$ cat config.mk
export PLATFORM = sky130hd
export DESIGN_NAME = exec_stage
export DESIGN_NICKNAME = d
export VERILOG_FILES = /design/src/rtl/exec_stage.sv
export SDC_FILE = /design/constraint.sdc
export NUM_CORES = 1
export LEC_CHECK = 0
export ABC_AREA = 0
export CAP_MARGIN = 20
export CORE_MARGIN = 5
export CORE_UTILIZATION = 50
export CTS_BUF_LIST = sky130_fd_sc_hd__clkbuf_4 sky130_fd_sc_hd__clkbuf_8 sky130_fd_sc_hd__clkbuf_16
export CTS_CLUSTER_DIAMETER = 30
export DETAILED_ROUTE_END_ITERATION = 6
export GPL_ROUTABILITY_DRIVEN = 0
export PLACE_DENSITY = 0.82
export SETUP_SLACK_MARGIN = 0.4
export SLEW_MARGIN = 20
export SYNTH_ARGS = -nofsm -noshare
export SYNTH_HDL_FRONTEND = slang
export SYNTH_SLANG_ARGS = --single-unit
$ cat constraint.sdc
create_clock -name clk -period 5.56 [get_ports clk]
set_input_delay 1.112 -clock clk [delete_from_list [all_inputs] [get_ports clk]]
set_output_delay 1.112 -clock clk [all_outputs]
set_load 0.05 [all_outputs]
$ cat src/rtl/exec_stage.sv
// Execute stage of the 16-bit CPU: one combinational ALU behind a two-entry
// elastic buffer (main + skid), plus the architectural NZCV flags and branch-condition evaluation.

module exec_alu #(
    parameter int DW = 16
) (
    input  logic [2:0]    op_i,
    input  logic [DW-1:0] a_i,
    input  logic [DW-1:0] b_i,
    output logic [DW-1:0] r_o,
    output logic [3:0]    nzcv_o
);
    logic [DW:0]   sum_w;
    logic [DW:0]   dif_w;
    logic [3:0]    shamt_w;
    logic          c_w;
    logic          v_w;

    assign shamt_w = b_i[3:0];
    assign sum_w   = {1'b0, a_i} + {1'b0, b_i};
    assign dif_w   = {1'b0, a_i} - {1'b0, b_i};

    always_comb begin
        r_o = '0;
        c_w = 1'b0;
        v_w = 1'b0;
        case (op_i)
            3'b000: begin
                r_o = sum_w[DW-1:0];
                c_w = sum_w[DW];
                v_w = (a_i[DW-1] == b_i[DW-1]) && (sum_w[DW-1] != a_i[DW-1]);
            end
            3'b001: begin
                // Carry is NOT borrow: set when a >= b unsigned.
                r_o = dif_w[DW-1:0];
                c_w = ~dif_w[DW];
                v_w = (a_i[DW-1] != b_i[DW-1]) && (dif_w[DW-1] != a_i[DW-1]);
            end
            3'b010: r_o = a_i & b_i;
            3'b011: r_o = a_i | b_i;
            3'b100: r_o = ~(a_i | b_i);
            3'b101: r_o = a_i << shamt_w;
            3'b110: r_o = a_i >> shamt_w;
            default: r_o = $unsigned($signed(a_i) >>> shamt_w);
        endcase
    end

    assign nzcv_o = {r_o[DW-1], (r_o == '0), c_w, v_w};
endmodule

module exec_stage #(
    parameter int DW = 16,
    parameter int RW = 3
) (
    input  logic          clk,
    input  logic          rst_n,
    input  logic          in_valid,
    output logic          in_ready,
    input  logic [2:0]    in_op,
    input  logic [DW-1:0] in_a,
    input  logic [DW-1:0] in_b,
    input  logic [RW-1:0] in_rd,
    input  logic          in_we,
    input  logic          in_setf,
    input  logic          flush,
    output logic          out_valid,
    input  logic          out_ready,
    output logic [DW-1:0] out_r,
    output logic [RW-1:0] out_rd,
    output logic          out_we,
    output logic [3:0]    flags,
    input  logic [2:0]    cond,
    output logic          cond_true,
    output logic [1:0]    occupancy
);
    logic          main_valid_q, main_valid_d;
    logic [DW-1:0] main_r_q,     main_r_d;
    logic [RW-1:0] main_rd_q,    main_rd_d;
    logic          main_we_q,    main_we_d;
    logic          skid_valid_q, skid_valid_d;
    logic [DW-1:0] skid_r_q,     skid_r_d;
    logic [RW-1:0] skid_rd_q,    skid_rd_d;
    logic          skid_we_q,    skid_we_d;
    logic [3:0]    flags_q,      flags_d;

    logic [DW-1:0] alu_r;
    logic [3:0]    alu_nzcv;
    logic          acc;

    exec_alu #(.DW(DW)) u_alu (
        .op_i   (in_op),
        .a_i    (in_a),
        .b_i    (in_b),
        .r_o    (alu_r),
        .nzcv_o (alu_nzcv)
    );

    // Handshake: a transfer happens on a side when valid & ready are both high at the
    // rising edge; in_ready looks only at registered skid state and flush, never out_ready.
    assign in_ready = ~skid_valid_q & ~flush;
    assign acc      = in_valid & in_ready;

    always_comb begin
        main_valid_d = main_valid_q;
        main_r_d     = main_r_q;
        main_rd_d    = main_rd_q;
        main_we_d    = main_we_q;
        skid_valid_d = skid_valid_q;
        skid_r_d     = skid_r_q;
        skid_rd_d    = skid_rd_q;
        skid_we_d    = skid_we_q;
        if (flush) begin
            main_valid_d = 1'b0;
            skid_valid_d = 1'b0;
        end else if (out_ready && main_valid_q && skid_valid_q) begin
            main_valid_d = 1'b1;
            main_r_d     = skid_r_q;
            main_rd_d    = skid_rd_q;
            main_we_d    = skid_we_q;
            skid_valid_d = 1'b0;
        end else if (acc && (!main_valid_q || out_ready)) begin
            main_valid_d = 1'b1;
            main_r_d     = alu_r;
            main_rd_d    = in_rd;
            main_we_d    = in_we;
        end else if (acc) begin
            skid_valid_d = 1'b1;
            skid_r_d     = alu_r;
            skid_rd_d    = in_rd;
            skid_we_d    = in_we;
        end else if (out_ready && main_valid_q) begin
            main_valid_d = 1'b0;
        end
    end

    // Flags commit at accept and survive a later flush of the buffered result.
    assign flags_d = (acc && in_setf) ? alu_nzcv : flags_q;

    always_ff @(posedge clk) begin
        if (!rst_n) begin
            main_valid_q <= 1'b0;
            main_r_q     <= '0;
            main_rd_q    <= '0;
            main_we_q    <= 1'b0;
            skid_valid_q <= 1'b0;
            skid_r_q     <= '0;
            skid_rd_q    <= '0;
            skid_we_q    <= 1'b0;
            flags_q      <= 4'b0000;
        end else begin
            main_valid_q <= main_valid_d;
            main_r_q     <= main_r_d;
            main_rd_q    <= main_rd_d;
            main_we_q    <= main_we_d;
            skid_valid_q <= skid_valid_d;
            skid_r_q     <= skid_r_d;
            skid_rd_q    <= skid_rd_d;
            skid_we_q    <= skid_we_d;
            flags_q      <= flags_d;
        end
    end

    assign out_valid = main_valid_q;
    assign out_r     = main_r_q;
    assign out_rd    = main_rd_q;
    assign out_we    = main_we_q;
    assign flags     = flags_q;
    assign occupancy = {main_valid_q & skid_valid_q, main_valid_q ^ skid_valid_q};

    always_comb begin
        cond_true = 1'b1;
        case (cond)
            3'b000: cond_true = 1'b1;
            3'b001: cond_true = flags_q[2];
            3'b010: cond_true = ~flags_q[2];
            3'b011: cond_true = flags_q[3] ^ flags_q[0];
            3'b100: cond_true = ~(flags_q[3] ^ flags_q[0]);
            3'b101: cond_true = flags_q[1];
            3'b110: cond_true = ~flags_q[1];
            default: cond_true = flags_q[3];
        endcase
    end
endmodule

# ---- After elaboration in Yosys (flattened, before gate mapping)
# Cells that the tools add are included.
dict set report totals {
  mem_bits_ro 0
  regBits 46
  wordCells 81
  ram_bits 0
  n_memories 0
  output_inout_bits 29
  latch_bits 0
}
dict set report op_classes {
  n_reduce_logical 19
  div_mod_pow 0
  eq_ne 17
  order_cmp 0
  mux 14
  n_shift 3
  bitwise_logic 17
  n_addsub 2
  n_mul 0
}
# cell n
set op_table {}
lappend op_table {{16-bit case mux with 7 select lines} 1}
lappend op_table {{16-bit two-way mux} 2}
lappend op_table {{3-bit == test, second input constant} 6}
lappend op_table {{16-bit by 16-bit adder with 17-bit output} 1}
lappend op_table {{16-bit by 16-bit subtractor with 17-bit output} 1}
lappend op_table {{16-bit AND} 1}
lappend op_table {{16-bit logical NOT} 1}
lappend op_table {{16-bit inverter} 1}
lappend op_table {{16-bit bitwise OR} 1}
lappend op_table {{16-bit by 4-bit << shifter with 16-bit output} 1}
lappend op_table {{16-bit by 4-bit >> shifter with 16-bit output} 1}
lappend op_table {{16-bit by 4-bit >>> shifter with 16-bit output} 1}
lappend op_table {{3-bit by 2-bit == test with 1-bit output, second input constant} 4}
lappend op_table {{1-bit inverter} 9}
lappend op_table {{1-bit case mux with 7 select lines} 1}
lappend op_table {{3-bit by 1-bit == test with 1-bit output, second input constant} 2}
lappend op_table {{1-bit logical AND} 6}
lappend op_table {{3-bit logical NOT} 2}
lappend op_table {{1-bit two-way mux} 6}
lappend op_table {{3-bit two-way mux} 2}
lappend op_table {{2-bit AND reduction} 3}
lappend op_table {{1-bit case mux with 2 select lines} 2}
lappend op_table {{4-bit AND reduction} 1}
lappend op_table {{1-bit AND} 3}
lappend op_table {{other kinds (10)} 13}

# ---- Logic depth before layout (Yosys ltp)
dict set report logic_depth {
  word_depth 6
  ltp_mapped 15
}

# ---- By module
# Synthesis repeated with hierarchy kept, for this count alone.
dict set report unflattened {
  cells_unflattened 855
  hier_area_um2 6312.3
}
# module seq_area_each_um2 area_each_um2 cells_per_inst n_inst
set by_module_without_submodules {}
lappend by_module_without_submodules {exec_alu 0.0 4317.9 612 1}
lappend by_module_without_submodules {exec_stage 920.9 1994.4 243 1}

# ---- Worst setup path before layout
# OpenSTA, ideal clock, no wires.
dict set report synth_path {
  path_type {in2reg}
  start {input port in_b[2]}
  end {register flags_q[2] (netlist: flags[2])}
  setup_slack_ns 1.273
  arrival_ns 4.202
  path_buffers 3
  cell_stages 15
  cell_sequence {clkbuf_1 > inv_2 > clkbuf_1 > ha_1 > buf_4 > o21ba_2 > nor4_1 > o31a_1 > nor2_1 > a211o_1 > a221oi_1 > nor2_1 > nor4_1 > nand4b_1 > o31ai_2}
}
dict set report synth_via {
  elab_chain_cells 4
  elab_cells_between_ends 10
  classes_between {add/sub: 2; shift: 3; mux: 1; bitwise: 3; reduce/logical: 1}
}
# element line
set synth_rtl {}
lappend synth_rtl {{start: declaration} 61} ;# input logic [DW-1:0] in_b,
lappend synth_rtl {{parallel branches: the longest is 2 deep, another holds 16-bit by 16-bit subtractor with 17-bit output} -}
lappend synth_rtl {{16-bit case mux with 7 select lines (*)} 27} ;# case (op_i)
lappend synth_rtl {{16-bit logical NOT (*)} 48} ;# assign nzcv_o = {r_o[DW-1], (r_o == '0), c_w, v_w};
lappend synth_rtl {{end signal: assignment} 159} ;# flags_q <= flags_d;
lappend synth_rtl {{end: declaration} 84} ;# logic [3:0] flags_q, flags_d;
# Every way passes the cells marked *.
# A chain may end at the register's enable or synchronous reset.

# ---- Final worst setup path
dict set report layout_path {
  start {input port in_a[0]}
  end {register flags_q[2] (netlist: flags[2])}
}
dict set report layout_via {
  elab_chain_cells 4
  elab_cells_between_ends 10
  classes_between {add/sub: 2; shift: 3; mux: 1; bitwise: 3; reduce/logical: 1}
}
# element line
set layout_rtl {}
lappend layout_rtl {{start: declaration} 60} ;# input logic [DW-1:0] in_a,
lappend layout_rtl {{parallel branches: the longest is 2 deep, another holds 16-bit by 16-bit subtractor with 17-bit output} -}
lappend layout_rtl {{16-bit case mux with 7 select lines (*)} 27}
lappend layout_rtl {{16-bit logical NOT (*)} 48}
# Marks and branches as above.

==> results.cfg <==
[logic_synthesis]
synth_enable_flop_cells = 0
synth_area_leaders = dfxtp_1 (15%), ha_1 (10%), nand2_1 (7.4%)
syn_avg_cell_area_um2 = 7.17
ys_ff_latch = 46
yosys-top-cells-count = nand2_1 (120), nor2_1 (92), a21oi_1 (57), ha_1 (51)
synth_fp_nets = 949
yosysTopAreaCellShare_pct = 15.2
synthDistinctLibCells = 81
syn_inst = 848
async_reset_ff_share_pct = 0
synth_most_common_cell = nand2_1
yosysWarnings = 0
synthesis.area_um2 = 6080
yosysSeqAreaShare_pct = 15.2
ys.flop_type = dfxtp_1
yosysTopAreaCell = dfxtp_1

[floorplanning]
die_area_um2 = 14500
ios = 77
initial_core_util_pct = 50.8
rows = 40
core_area_um2 = 12000
die_h_um = 120
die_x_um = 120

[timing]
fin_ws_ps = 890
hold_violations = 0
slew_violations = 0
min_period_over_period_pct = 84.0
rsz0062_at_grt = no
clock-skew-final_ps = 5.07
fin_tns_setup_ps = 0
slew_headroom_pct = 26.0
period_needed_ps = 4670
setup_viol = 0
tightest_slew_ps = 1110
fmax_mhz = 214
worst_hold_slack_ps = 458

[pwr]
pwr-share-seq_pct = 28.3
power_frac_comb_pct = 48.1
p_leak_nw = 2.83
p_sw_share_pct = 40.3
clock_power_share_pct = 23.6
power_density_nw_per_um2 = 175
switchingPower_w = 0.000499
p_int_w = 0.000739
ir_drop_uv = 113

[place]
placed_area_um2 = 6910
dp_hpwl_mm = 14.9
pre_cts_ws_ps = 540
io_buffers = 76

[setup_path]
crit_fanout = 6
cp_data_required_time_ps = 5760
reg2reg_from = skid_valid_q$_SDFFE_PP0P_
cpPeakStageDelay_ps = 590
r2r_slack_ps = 3470
start_kind = input pin
cp_cell_sequence = clkdlybuf4s50_1, inv_1, ha_1, fa_1, o21ba_2, nor4_2, o31a_1, nor2_1, a211o_1, a221oi_1, nor2_1, nor4_1, nand4b_1, o31ai_2
critPathMostFrequentCell = nor2_1
end_kind = flop
cp_slowest_cell = clkdlybuf4s50_1
reg2reg_depth = 8
critPathKind = in2reg
critPathArrivalTime_ps = 4880
r2r-end = flags[2]$_SDFFE_PN0P_

[global_route]
grtUsageTotal_pct = 26.6
first_global_vias = 6154
grt_first_pass_wirelength_mm = 31.7
antenna_found_initial = 0
grt.overflow.total = 0
grt_max_degree = 47

[layout]
utilization_pct = 59.0
layout-drive-gt1-share_pct = 7.40
fin_area_um2 = 7060
final_nets = 992
area_growth_syn_to_layout_pct = 16.2
n_antenna_cell = 0
nFillCells = 1059

[drt]
drtIter0Drc = 909
first_pass_iters = 7
vias_per_cell = 6.65
via_count = 6907
ant_nets = 0
drc = 35
drt_wl_total_mm = 20.0
wl_per_cell_um = 19.2

[cts]
tritoncts = yes
clk_latency_ps = 290
root_buffer = clkbuf_16
htreeDepth = 2
clock_sinks = 46
clk_pin_slew_ps = 70
post_cts_buffers = 0
clockBufferDepth = 2
cts_buffers = 5

[min_path]
hold_depth = 2
hp-start = skid_rd_q[2]$_SDFFE_PN0P_
hold_path_end = skid_rd_q[2]$_SDFFE_PN0P_
worstHoldPathType = reg2reg

[outcome]
status = complete, but fails checks
violations = design-rule violations

[job]
cap_violations = 0
==> state kept, by name, indices dropped and copies added, names as in the netlist <==
register / flops
flags: 4
skid_valid_q: 1
out_we: 1
out_r: 16
out_rd: 3
out_valid: 1
skid_we_q: 1
skid_rd_q: 3
skid_r_q: 16
==> worst max-delay path by stage <==
| stage | cells past startpoint | to | slack [ps] | start |
|---|---|---|---|---|
| detailed placement | 14 | flags[2]$_SDFFE_PN0P_ | 540 | in_a[0] |
| global route | 14 | flags[2]$_SDFFE_PN0P_ | 630 | in_a[0] |
| finish | 14 | flags[2]$_SDFFE_PN0P_ | 890 | in_a[0] |
| floorplan | 15 | flags[2]$_SDFFE_PN0P_ | 1270 | in_b[2] |
| global placement | 14 | flags[2]$_SDFFE_PN0P_ | 650 | in_a[0] |
| CTS | 14 | flags[2]$_SDFFE_PN0P_ | 820 | in_a[0] |
==> placed cells by master (no fill, tap or decap), types with 14 or more instances in the layout <==
cell type and n:
nor3_1 22, clkdlybuf4s50_1 75, mux2i_1 35, a21oi_1 57
inv_1 46, a211oi_1 14, ha_1 51, dfxtp_1 46
o211ai_1 15, nor2_1 92, nand2_1 120, nand3_1 22
buf_4 22, o21ai_0 44
==> through the flow <==
step                      power, W  instances
final                      0.00124       1039
after global routing       0.00130       1039
after CTS                  0.00122       1039
after detailed placement  0.000931       1031
after global placement    0.000926       1031
after floorplan           0.000749        848
==> logic make-up (layout without fill, tap and decap cells) <==
logic type,count (synthesis),count (layout),synth area share [%]
fa+ha+maj,53,53,11.2
xor+xnor,13,13,1.87
mux,57,57,11.9
compound gates,253,253,29.0
simple gates,316,316,23.3
flops,46,46,15.2
buf+inv,110,154,7.58
==> metal layers <==
metal / GRT usage, % / part of all wire (%)
met1: 37.5 / 41
met2: 39.2 / 41
met4: 9.21 / 4.0
met3: 7.16 / 14
met5: 0 / 0
==> power groups by stage <==
stage               clock network (W)  registers [W]  logic (W)
floorplan                           0       0.000397   0.000352
global placement                    0       0.000357   0.000569
detailed placement                  0       0.000358   0.000573
CTS                          0.000294       0.000351   0.000577
global route                 0.000311       0.000352   0.000636
finish                       0.000292       0.000350   0.000596
==> area by class of cell <==
type	count	area [um^2]	share of cell area, %
clock inverters	3	21.3	0.301
multi-input cells	692	4710	66.7
clock buffers	5	125	1.77
repair buffers	98	921	13.0
inverters	48	180	2.55
flip-flops and latches	46	921	13.0
well taps	147	184	2.60
==> timing repair <==
| action | in CTS | in global routing |
|---|---|---|
| hold buffers | 0 | 0 |
| gates resized for setup | 0 | 1 |
| endpoints found under the setup margin | 0 | 1 |
==> worst max-delay path: cells and delay by family <==
family / cells / cell delay (ps)
fa+ha+maj: 2 / 670
simple gates: 5 / 960
buf+inv: 2 / 700
compound gates: 5 / 1430
Note: power is estimated with default switching activity, not from simulation.
